File: src/rtl/imm_ext_pipe.sv
// RISC-V immediate extractor with a one-deep output register plus skid buffer.
// Counts accepted illegal-format requests in a saturating counter.
module imm_ext_pipe #(
  parameter int unsigned XLEN  = 32,
  parameter int unsigned CNT_W = 8
) (
  input  logic             clk,
  input  logic             rst,
  input  logic             in_valid,
  output logic             in_ready,
  input  logic [24:0]      in_instr,
  input  logic [2:0]       in_imm_src,
  input  logic             flush,
  output logic             out_valid,
  input  logic             out_ready,
  output logic [XLEN-1:0]  out_imm,
  output logic             out_err,
  output logic [CNT_W-1:0] err_count
);

  logic [31:0]      w_imm32;
  logic             w_sext;
  logic             w_err;
  logic             w_sign;
  logic [XLEN-1:0]  w_imm;
  logic             w_accept;
  logic             w_drain;

  logic             r_out_valid;
  logic [XLEN-1:0]  r_out_imm;
  logic             r_out_err;
  logic             r_skid_valid;
  logic [XLEN-1:0]  r_skid_imm;
  logic             r_skid_err;
  logic [CNT_W-1:0] r_err_count;

  // in_instr[k] holds instruction bit k+7
  assign w_sign = in_instr[24];

  always_comb begin
    w_imm32 = 32'b0;
    w_sext  = 1'b1;
    w_err   = 1'b0;
    case (in_imm_src)
      3'b000: w_imm32 = {{20{w_sign}}, in_instr[24:13]};
      3'b001: w_imm32 = {{20{w_sign}}, in_instr[24:18], in_instr[4:0]};
      3'b010: w_imm32 = {{19{w_sign}}, w_sign, in_instr[0], in_instr[23:18], in_instr[4:1], 1'b0};
      3'b011: w_imm32 = {{11{w_sign}}, w_sign, in_instr[12:5], in_instr[13], in_instr[23:14],
                         1'b0};
      3'b100: w_imm32 = {in_instr[24:5], 12'b0};
      3'b101: begin
        w_sext  = 1'b0;
        w_imm32 = (XLEN == 32) ? {27'b0, in_instr[17:13]} : {26'b0, in_instr[18:13]};
      end
      3'b110: begin
        w_sext  = 1'b0;
        w_imm32 = {27'b0, in_instr[12:8]};
      end
      default: begin
        w_sext = 1'b0;
        w_err  = 1'b1;
      end
    endcase
  end

  assign w_imm    = w_sext ? XLEN'($signed(w_imm32)) : XLEN'(w_imm32);
  assign in_ready = !r_skid_valid;
  assign w_accept = in_valid && in_ready && !flush;
  assign w_drain  = r_out_valid && out_ready;

  always_ff @(posedge clk or posedge rst) begin
    if (rst) begin
      r_out_valid  <= 1'b0;
      r_out_imm    <= '0;
      r_out_err    <= 1'b0;
      r_skid_valid <= 1'b0;
      r_skid_imm   <= '0;
      r_skid_err   <= 1'b0;
      r_err_count  <= '0;
    end else begin
      if (flush) begin
        r_out_valid  <= 1'b0;
        r_skid_valid <= 1'b0;
      end else if (w_drain) begin
        if (r_skid_valid) begin
          r_out_imm    <= r_skid_imm;
          r_out_err    <= r_skid_err;
          r_skid_valid <= 1'b0;
        end else if (w_accept) begin
          r_out_imm <= w_imm;
          r_out_err <= w_err;
        end else begin
          r_out_valid <= 1'b0;
        end
      end else if (!r_out_valid) begin
        if (w_accept) begin
          r_out_valid <= 1'b1;
          r_out_imm   <= w_imm;
          r_out_err   <= w_err;
        end
      end else if (w_accept) begin
        // Output full and stalled: park the new result in the skid slot
        r_skid_valid <= 1'b1;
        r_skid_imm   <= w_imm;
        r_skid_err   <= w_err;
      end

      if (w_accept && w_err && (r_err_count != {CNT_W{1'b1}})) begin
        r_err_count <= r_err_count + CNT_W'(1);
      end
    end
  end

  assign out_valid = r_out_valid;
  assign out_imm   = r_out_imm;
  assign out_err   = r_out_err;
  assign err_count = r_err_count;

endmodule

File: config.mk
export PLATFORM = sky130hd
export DESIGN_NAME = imm_ext_pipe
export DESIGN_NICKNAME = d
export VERILOG_FILES = /design/src/rtl/imm_ext_pipe.sv
export SDC_FILE = /design/constraint.sdc
export NUM_CORES = 1
export LEC_CHECK = 0
export CORE_AREA = 8 8 92 94
export CTS_CLUSTER_DIAMETER = 120
export DETAILED_ROUTE_END_ITERATION = 8
export DIE_AREA = 0 0 100 102
export PLACE_DENSITY = 0.87
export SLEW_MARGIN = 25
export SYNTH_ARGS = -nofsm -noshare
export SYNTH_HDL_FRONTEND = slang
export SYNTH_SLANG_ARGS = --single-unit
File: constraint.sdc
create_clock -name clk -period 3.9 [get_ports clk]
set_input_delay 0.585 -clock clk [delete_from_list [all_inputs] [get_ports clk]]
set_output_delay 0.585 -clock clk [all_outputs]
set_load 0.03 [all_outputs]
## Word level (Yosys, flattened, before mapping)

Index checks and enable logic that the tools add are counted.

- Add/sub/neg operators: 1
- Eq/ne operators: 10
- Mux-type cells: 20
- Bitwise gates (word level): 2
- Reductions and logical operators: 15

Operators with widths:

| kind | count |
|---|---|
| $pmux W32 S7 | 1 |
| $mux W32 | 4 |
| $mux W1 | 15 |
| $eq A3 B3 Y1 const B | 3 |
| $add A8 B1 Y8 const B | 1 |
| $ne A8 B8 Y1 const B | 1 |
| $reduce_or A7 Y1 | 1 |
| $eq A3 B2 Y1 const B | 2 |
| $ne A3 B3 Y1 const B | 2 |
| $reduce_and A2 Y1 | 3 |
| $reduce_bool A3 Y1 | 2 |
| $logic_and A1 B1 Y1 | 5 |
| $reduce_and A4 Y1 | 1 |
| $eq A3 B1 Y1 const B | 1 |
| $logic_not A3 Y1 | 1 |
| $logic_not A1 Y1 | 2 |
| $ne A2 B2 Y1 const B | 1 |
| $not A1 Y1 | 2 |

- Register bits after elaboration: 76
- Output and inout bits: 43

## Logic depth before layout (Yosys ltp)

- Depth after elaboration: 7
- Depth in mapped cells: 7
- Mapped depth without buffers: 4

## Worst setup path after synthesis

OpenSTA, ideal clock, no wires.

- Path type: input to register
- From: input flush
- To: register r_err_count[7] (netlist: err_count[7])
- Arrival: 1.724 ns
- Slack: 2.049 ns
- Stages: 5
- Path buffers: 1
- Cell sequence: or3b_1 > buf_2 > nor3_2 > nand4_1 > mux2_1

- Longest elaborated chain between the ends: 4

RTL lines:

| element | line | RTL |
|---|---|---|
| from (decl) | 13 | `input logic flush,` |
| $logic_not A1 Y1 | 68 | `assign w_accept = in_valid && in_ready && !flush;` |
| $logic_and A1 B1 Y1 | 68 |  |
| $logic_and A1 B1 Y1 (2 in series) | 108 | `if (w_accept && w_err && (r_err_count != {CNT_W{1'b1}})) begin` |
| to (signal assigned) | 109 | `r_err_count <= r_err_count + CNT_W'(1);` |
| to (decl) | 35 | `logic [CNT_W-1:0] r_err_count;` |

No other way between the ends.
A chain may end at the register's enable or synchronous reset.

## Final worst setup path

- From: register r_out_valid (netlist: out_valid)
- To: register r_skid_imm[28]

- Longest elaborated chain between the ends: 3

RTL lines:

| element | line | RTL |
|---|---|---|
| from (decl) | 29 | `logic r_out_valid;` |
| from (signal assigned) | 73 | `r_out_valid <= 1'b0;` |
| from (signal assigned) | 82 | `r_out_valid <= 1'b0;` |
| from (signal assigned) | 93 | `r_out_valid <= 1'b0;` |
| $logic_and A1 B1 Y1 | 69 | `assign w_drain = r_out_valid && out_ready;` |
| $not A1 Y1 (no source line) | -- |  |
| $reduce_and A4 Y1 (no source line) (*) | -- |  |
| to (signal assigned) | 104 | `r_skid_imm <= w_imm;` |
| to (decl) | 33 | `logic [XLEN-1:0] r_skid_imm;` |

Every way passes the cells marked *; elsewhere a longest branch is shown, timed or not.

==> impl_metrics.ini <==
[outcome]
status = finished clean

[grt]
grt_pass1_vias = 3427
antenna_found_initial = 0
grt_pass1_wl_um = 17100
grt_overflow_total = 0
grt.total_usage_pct = 21.1
grt_max_degree = 45

[clock_tree]
cts_made_buffers = 9
cts_tree = done
clkSinkCount = 76
insertion_delay_ps = 350
postCtsSetupRepairBufs = 0
cts_buffer_depth = 2
clkSlewWorstSetupHoldPaths_ps = 80
hold_buffers = 0
cts_resized = 0
h-tree-depth = 3
cts_root_buf = clkbuf_8

[power]
p_leak_nw = 1.95
power.switching_mw = 0.815
intPower_mw = 1.59
switching_share_pct = 33.9
p_clk_share_pct = 25.2
combPwrFrac_pct = 30.2
pwr-share-seq_pct = 44.6
power_density_nw_per_um2 = 495
ir_drop_v = 0.000296

[synthesis]
ys_warn_count = 0
syn_area_sq_um = 3830
synth_cell_type_count = 43
ys_ff_latch = 76
synthCells = 403
ys_seq_area_share_pct = 49.6
avgSynthCellArea_sq_um = 9.52
synth_nets = 437

[final_layout]
fillers = 552
layout_common_cells = 76 x dfrtp_1, 75 x clkdlybuf4s50_1, 56 x nand2_1, 49 x a21oi_1, 23 x nor2_1
diodes = 0
multi_input_area_sq_um = 1790
final_area_sq_um = 4850
regArea_sq_um = 1900
drive_gt1_share_pct = 7.22
final_common_cell = dfrtp_1
syn2layout_area_growth_pct = 26.4
fin_nets = 500

[sta]
rsz0062_at_grt = false
tns_ps = 0
fin_ws_ps = 1310
hold_viol = 0
setup_viol = 0
max_freq_mhz = 387
fin_skew_ps = 11.5
maxSlewViolCount = 0
fin_crit_sh_pct = 66.3
slew_headroom_pct = 39.5
max_slew.worst_pin.slew_ps = 906
min_period_ps = 2590

[detailed_routing]
vias_per_cell = 5.91
firstDrtPassIters = 4
drt_iter0_markers = 285
drc = 0
ant_nets = 0
wirelength_um = 10400
wl_per_cell_um = 18.3
num_vias = 3366

[floorplanning]
die_w_um = 100
row_count = 31
core_sq_um = 7060
die_y_um = 102
die_area_sq_um = 10200
pin_count = 76
initial_core_util_pct = 54.3

[placed_design]
io_buffers = 75
dp_slack_ps = 1060
place_congestion = 0.914
place_area_sq_um = 4650
hpwl_um = 7400

[critical_path]
r2r_cells = 5
start_kind = register
cp.required_ps = 4170
worstSetupEndpointType = register
cp_max_fo = 24
worstPathArrival_ps = 2860
crit_type = reg2reg

[flow_run]
cap_violations = 0

[min_path]
worst_hold_path_type = reg2reg
hold_depth = 2
-- worst max-delay path, cell delays in order (launching register included) --
cell	delay, ps
dfrtp_1	800
nor2b_1	590
and2_1	590
buf_4	290
nor2_1	60
a31oi_1	160
-- power by group through the flow --
stage,clock network (mW),registers (mW),logic [mW]
floorplan,0,1.22,0.275
global placement,0,1.08,0.705
detailed placement,0,1.08,0.727
CTS,0.606,1.07,0.730
global route,0.642,1.09,0.778
finish,0.605,1.07,0.725
-- layer usage --
layer / GRT usage [%] / share of wire, % / vias to the layer above
li1: - / - / 1584
met1: 25.1 / 42 / 1632
met2: 35.3 / 49 / 134
met3: 6.13 / 7.1 / 16
met4: 8.37 / 1.7 / 0
met5: 0 / 0 / -
-- Yosys cell counts (all sizes together) --
cell | count | area share (%)
o21ai | 20 | 2.6
a21boi | 15 | 2.9
nor3 | 3 | 0.52
o21a | 1 | 0.20
nor2b | 7 | 1.1
mux2i | 10 | 2.6
o22a | 8 | 1.8
xor2 | 3 | 0.69
o2bb2ai | 7 | 1.6
a22oi | 3 | 0.59
nor4b | 1 | 0.23
nor3b | 2 | 0.82
o22ai | 10 | 1.6
mux2 | 9 | 2.6
a21oi | 49 | 6.4
ha | 1 | 0.33
o32ai | 1 | 0.23
a31oi | 11 | 1.8
nor2 | 24 | 2.5
and2 | 2 | 0.33
buf | 14 | 1.8
nand2 | 56 | 5.5
inv | 5 | 0.49
nand4 | 3 | 0.49
or3b | 1 | 0.23
dfrtp | 76 | 50
and4 | 1 | 0.23
and3 | 2 | 0.33
clkbuf | 18 | 1.8
a211oi | 3 | 0.59
nand2b | 10 | 1.6
xnor2 | 1 | 0.23
o31ai | 1 | 0.20
a221o | 4 | 1.0
o32a | 10 | 2.6
a21o | 1 | 0.20
nand3 | 8 | 1.0
and3b | 2 | 0.46
-- cell families (layout without fill, tap and decap cells) --
family	Yosys count	in the layout	synth area share (%)
AOI/OAI and AO/OA	144	144	24.4
and+or+nand+nor	122	122	15.5
buffers and inverters	37	105	4.01
DFF	76	76	49.6
xor gates and xnor gates	4	4	0.914
muxes	19	19	5.25
adders and majority gates	1	1	0.326
-- state kept, by name, indices dropped and copies added (netlist names) --
register and flops:
err_count 8, out_err 1, out_imm 32, out_valid 1, r_skid_err 1, r_skid_imm 32, r_skid_valid 1
-- worst paths after layout --
| check | end | from | slack (ps) |
|---|---|---|---|
| worst max-delay path | r_skid_imm[28] | out_valid | 1310 |
| worst min-delay path | r_skid_imm[23] | r_skid_imm[23] | 490 |
| worst max register to register | r_skid_imm[28] | out_valid | 1310 |
| worst min register to register | r_skid_imm[23] | r_skid_imm[23] | 490 |
| max in group asynchronous | r_skid_imm[18] | rst | 2370 |
| min in group asynchronous | r_skid_imm[3] | rst | 740 |
-- cell type report --
type | instances | share of cell area (%)
clock buffer | 12 | 2.99
timing repair buffer | 84 | 16.9
sequential | 76 | 39.2
tap | 99 | 2.55
clock inverter | 4 | 1.01
multi-input combinational | 290 | 37.0
inverter | 5 | 0.387
-- per-stage QoR --
stage                     instances  total power, mW  util, %  hold slack [ps]
after floorplan                 403             1.50        -              439
after global placement          554             1.78     65.9              453
after detailed placement        554             1.81     65.9              465
after CTS                       570             2.41     68.7              483
after global routing            570             2.51     68.7              502
final                           570             2.40     68.7              486
Power figures use the tool's default switching activity.
